## config.mk

```make
export PLATFORM = sky130hd
export DESIGN_NAME = wb_vic
export DESIGN_NICKNAME = d
export VERILOG_FILES = /design/src/rtl/wb_vic.sv
export SDC_FILE = /design/constraint.sdc
export NUM_CORES = 1
export LEC_CHECK = 0
export CORE_AREA = 2 2 64 66
export CTS_CLUSTER_SIZE = 30
export DETAILED_ROUTE_END_ITERATION = 8
export DIE_AREA = 0 0 66 68
export HOLD_SLACK_MARGIN = 0.12
export PLACE_DENSITY = 0.84
export SLEW_MARGIN = 20
export SYNTH_ARGS = -nofsm -noshare
export SYNTH_HDL_FRONTEND = slang
export SYNTH_SLANG_ARGS = --single-unit
```

## constraint.sdc

```tcl
create_clock -name wb_clk_i -period 3.9 [get_ports wb_clk_i]
set_input_delay 0.975 -clock wb_clk_i [delete_from_list [all_inputs] [get_ports wb_clk_i]]
set_output_delay 0.975 -clock wb_clk_i [all_outputs]
set_load 0.03 [all_outputs]
```

## src/rtl/wb_vic.sv

```systemverilog
// Vectored interrupt controller: collects level requests, raises virq, answers the
// CPU vector fetch (istb/ivec/iack) and pulses a one-hot grant to the served device.
// Optional VIC_ROUND_ROBIN_EN replaces fixed priority with a rotating pointer.
//
// state | meaning
// IDLE  | virq follows |ireq, wait for istb
// LATCH | arbitrate once, load ivec, pulse igrant
// ACK   | iack high while istb held, ivec stable
// HOLD  | one quiet cycle so the served device can drop its request
module wb_vic #(
    parameter int          N     = 4,
    parameter logic [15:0] NOVEC = 16'o000000
) (
    input  logic            wb_clk_i,
    input  logic            wb_rst_n,
    input  logic [N-1:0]    ireq,
    input  logic [16*N-1:0] vec_list,
    output logic            virq,
    input  logic            istb,
    output logic [15:0]     ivec,
    output logic            iack,
    output logic [N-1:0]    igrant
);

    typedef enum logic [1:0] {
        IDLE  = 2'd0,
        LATCH = 2'd1,
        ACK   = 2'd2,
        HOLD  = 2'd3
    } state_t;

    state_t         state_q, state_d;
    logic           virq_d;
    logic [15:0]    ivec_d;
    logic           iack_d;
    logic [N-1:0]   igrant_d;

    logic           win_found;
    logic [N-1:0]   win_oh;
    logic [15:0]    win_vec;

`ifdef VIC_ROUND_ROBIN_EN
    localparam int            IW  = (N > 1) ? $clog2(N) : 1;
    localparam logic [IW:0]   N_W = (IW+1)'(N);

    logic [IW-1:0]  ptr_q, ptr_d;
    logic [IW-1:0]  win_idx;
    logic [IW:0]    cand_sum;
    logic [IW:0]    ptr_inc;

    // Scan offsets from the far end so the smallest offset from the pointer wins.
    always_comb begin
        win_found = 1'b0;
        win_idx   = '0;
        cand_sum  = '0;
        for (int i = N - 1; i >= 0; i--) begin
            cand_sum = {1'b0, ptr_q} + (IW+1)'(i);
            if (cand_sum >= N_W) begin
                cand_sum = cand_sum - N_W;
            end
            if (ireq[cand_sum[IW-1:0]]) begin
                win_found = 1'b1;
                win_idx   = cand_sum[IW-1:0];
            end
        end
        win_oh          = '0;
        win_oh[win_idx] = win_found;
    end

    always_comb begin
        ptr_inc = {1'b0, win_idx} + (IW+1)'(1);
        if (ptr_inc >= N_W) begin
            ptr_inc = '0;
        end
    end
`else
    // Two's-complement trick isolates the lowest set request bit.
    always_comb begin
        win_found = |ireq;
        win_oh    = ireq & (~ireq + N'(1));
    end
`endif

    always_comb begin
        win_vec = '0;
        for (int k = 0; k < N; k++) begin
            if (win_oh[k]) begin
                win_vec = win_vec | vec_list[16*k +: 16];
            end
        end
    end

    always_comb begin
        state_d  = state_q;
        virq_d   = 1'b0;
        ivec_d   = ivec;
        iack_d   = 1'b0;
        igrant_d = '0;
`ifdef VIC_ROUND_ROBIN_EN
        ptr_d    = ptr_q;
`endif
        case (state_q)
            IDLE: begin
                virq_d = |ireq;
                if (istb) begin
                    state_d = LATCH;
                end
            end
            LATCH: begin
                state_d = ACK;
                if (win_found) begin
                    ivec_d   = {win_vec[15:1], 1'b0};
                    igrant_d = win_oh;
`ifdef VIC_ROUND_ROBIN_EN
                    ptr_d    = ptr_inc[IW-1:0];
`endif
                end else begin
                    ivec_d = NOVEC;
                end
            end
            ACK: begin
                if (istb) begin
                    iack_d = 1'b1;
                end else begin
                    state_d = HOLD;
                end
            end
            HOLD: begin
                state_d = IDLE;
            end
            default: begin
                state_d = IDLE;
            end
        endcase
    end

    always_ff @(posedge wb_clk_i or negedge wb_rst_n) begin
        if (!wb_rst_n) begin
            state_q <= IDLE;
            virq    <= 1'b0;
            ivec    <= '0;
            iack    <= 1'b0;
            igrant  <= '0;
`ifdef VIC_ROUND_ROBIN_EN
            ptr_q   <= '0;
`endif
        end else begin
            state_q <= state_d;
            virq    <= virq_d;
            ivec    <= ivec_d;
            iack    <= iack_d;
            igrant  <= igrant_d;
`ifdef VIC_ROUND_ROBIN_EN
            ptr_q   <= ptr_d;
`endif
        end
    end

endmodule

```

==> flow_metrics.tcl <==
set metrics [dict create \
    post_cts_resized 0 \
    route.detailed.drc 0 \
    critPathKind "in -> reg" \
    cp-start-kind "primary input" \
    p_sw_uw 527 \
    leakage_uw 0.00103 \
    hold_path.class "reg -> reg" \
    fin_tns_setup_ps 0 \
    cts_max_path_buffers 2 \
    numCtsBuffers 3 \
    intPower_uw 820 \
    avgViaCountPerCell 5.18 \
    p_seq_frac 0.289 \
    final_hold_viol_count 0 \
    worst_pin_slew_ps 594 \
    cts_tree "done" \
    clkLatencyLatePin_ps 260 \
    cts.root.buffer_cell "clkbuf_8" \
    crit_path_end_kind "register" \
    routed.top_layer "met4" \
    power_uw 1350 \
    wl_per_cell_um 14.9 \
    post-route-period-util 0.702 \
    dpl.hpwl_mm 2.89 \
    syn_area_mm2 0.00144 \
    p_clk_frac 0.109 \
    drive_gt1_frac 0.0926 \
    gp_congestion 0.734 \
    syn-num-nets 207 \
    die_w_um 66 \
    postCtsHoldBufs 0 \
    clk_pin_slew_ps 80 \
    cts.sinks 23 \
    dr_wl_met3_um 324 \
    portBuffers 87 \
    syn_area_per_cell_um2 10.9 \
    status "finished, final reports clean" \
    num_antenna_cells 0 \
    start_util 0.373 \
    period_needed_ps 2740 \
    die_h_um 68 \
    cp_max_fo 11 \
    synth.distinct_cells 25 \
    crit_required_ps 4050 \
    drv_cap 0 \
    drt-total-wl_mm 3.96 \
    p_comb_frac 0.603 \
    wl_met1_mm 1.67 \
    post-route-util 0.605 \
    layout.nets 292 \
    rows 23 \
    antenna_found_initial 0 \
    synth_seq_cells 23 \
    finalClockSkew_ps 2.58 \
    grt_max_degree 36 \
    synth-seq-area-share 0.400 \
    grt_overflow 0 \
    syn_inst 132 \
    cts_setup_buffers 0 \
    power_density_mw_per_mm2 577 \
    slew_viol_final 0 \
    htreeDepth 1 \
    setup_viol 0 \
    vias 1379 \
    synthToLayoutAreaGrowth_pct 62.0 \
    first_pass_iters 4 \
    dr_wl_met2_mm 1.96 \
    die-area_mm2 0.00449 \
    swShare 0.391 \
    timing.hold.ws_ps 540 \
    rsz0062_at_grt "false" \
    dp.cells 262 \
    max_freq_ghz 0.365 \
    core_mm2 0.00386 \
    final-instance-count-excl-fill 266 \
    ir_drop_uv 238 \
    arrival_ps 2880 \
    nFillCells 353 \
    final_antenna_net_count 0 \
    max_slew_margin 0.603 \
    drt-initial-drc-count 36 \
    ys_warn_count 0 \
    ioPinCount 93 \
    grt_pass1_vias 1319 \
    grt_util_all_layers 0.178 \
    grt_pass1_wl_mm 6.18 \
]
kinds of logic after synthesis:
kind of cell             count (synthesis)  synth area share
other                                    1           0.00260
adder cells (fa/ha/maj)                  4            0.0348
multiplexers                             1           0.00782
AND/OR/NAND/NOR                         26             0.131
flip-flops                              23             0.400
buffers and inverters                   29             0.126
AO/OA/AOI/OAI                           48             0.298
per-stage QoR:
step	setup slack [ps]	area [um2]
2_1_floorplan	1790	1440
3_3_place_gp	866	2290
3_5_place_dp	870	2290
4_1_cts	1140	2340
5_1_grt	1020	2330
6_report	1160	2330
critical path, stage by stage:
cell and delay [ps]:
clkdlybuf4s50_1 700, o41ai_4 560, buf_4 270, a21oi_1 60, a221o_1 310
cell type report:
cell class                      count  area, um2  share of cell area
Clock buffer                        4       45.0              0.0193
Inverter                           17       63.8              0.0273
Multi-Input combinational cell     80        683               0.293
Sequential cell                    23        576               0.247
Tap cell                           50       62.6              0.0268
Timing Repair Buffer               92        903               0.387
final timing paths:
check | startpoint | to | slack [ps] | cells past startpoint
setup / recovery | ireq[1] | ivec[6] | 1160 | 5
hold / removal | state_q[1] | state_q[1] | 540 | 1
setup reg to reg | state_q[1] | ivec[13] | 2020 | 7
hold reg to reg | state_q[1] | state_q[1] | 540 | 1
max in group asynchronous | wb_rst_n | ivec[4] | 2880 | 1
min in group asynchronous | wb_rst_n | igrant[3] | 680 | 1
power groups by stage:
| stage | Combinational, uW | Sequential, uW | Clock, uW |
|---|---|---|---|
| floorplan | 333 | 560 | 0 |
| global placement | 798 | 388 | 0 |
| detailed placement | 814 | 392 | 0 |
| CTS | 817 | 388 | 150 |
| global route | 876 | 398 | 162 |
| finish | 812 | 389 | 147 |
synthesized netlist by cell type (all sizes together):
master  count  area, um2
dfrtp      23        576
a21oi      15       75.1
nor3        1       5.00
o41a        1       12.5
ha          4       50.1
o32a        1       10.0
nor2b       6       45.0
buf         7       68.8
o41ai       1       27.5
inv        17       63.8
and2        2       12.5
nand2       3       11.3
conb        1       3.75
clkbuf      5       48.8
mux2        1       11.3
a221o      30        304
nor4        1       21.3
nor2        2       7.51
and2b      11       86.3
routing by layer:
| layer | GRT usage | up-vias |
|---|---|---|
| met3 | 0.0395 | 2 |
| met5 | 0 | - |
| met4 | 0.0357 | 0 |
| met1 | 0.229 | 650 |
| met2 | 0.309 | 72 |
| li1 | - | 655 |
flip-flops by register name, indices dropped and copies added, names as in the netlist:
signal	count
iack	1
igrant	4
ivec	15
state_q	2
virq	1
cells in the final DEF (no fill, tap or decap), types with 2 or more instances in the layout:
cell type and n:
a21oi_1 15, a221o_2 3, ha_1 4, a221o_1 27, and2b_1 8, and2b_2 3
and2_1 2, dfrtp_1 23, nand2_1 3, buf_4 5, nor2_1 2, clkbuf_8 3
inv_1 17, nor2b_1 5, clkdlybuf4s50_1 86
No activity file was read; power rests on OpenSTA's default activity.
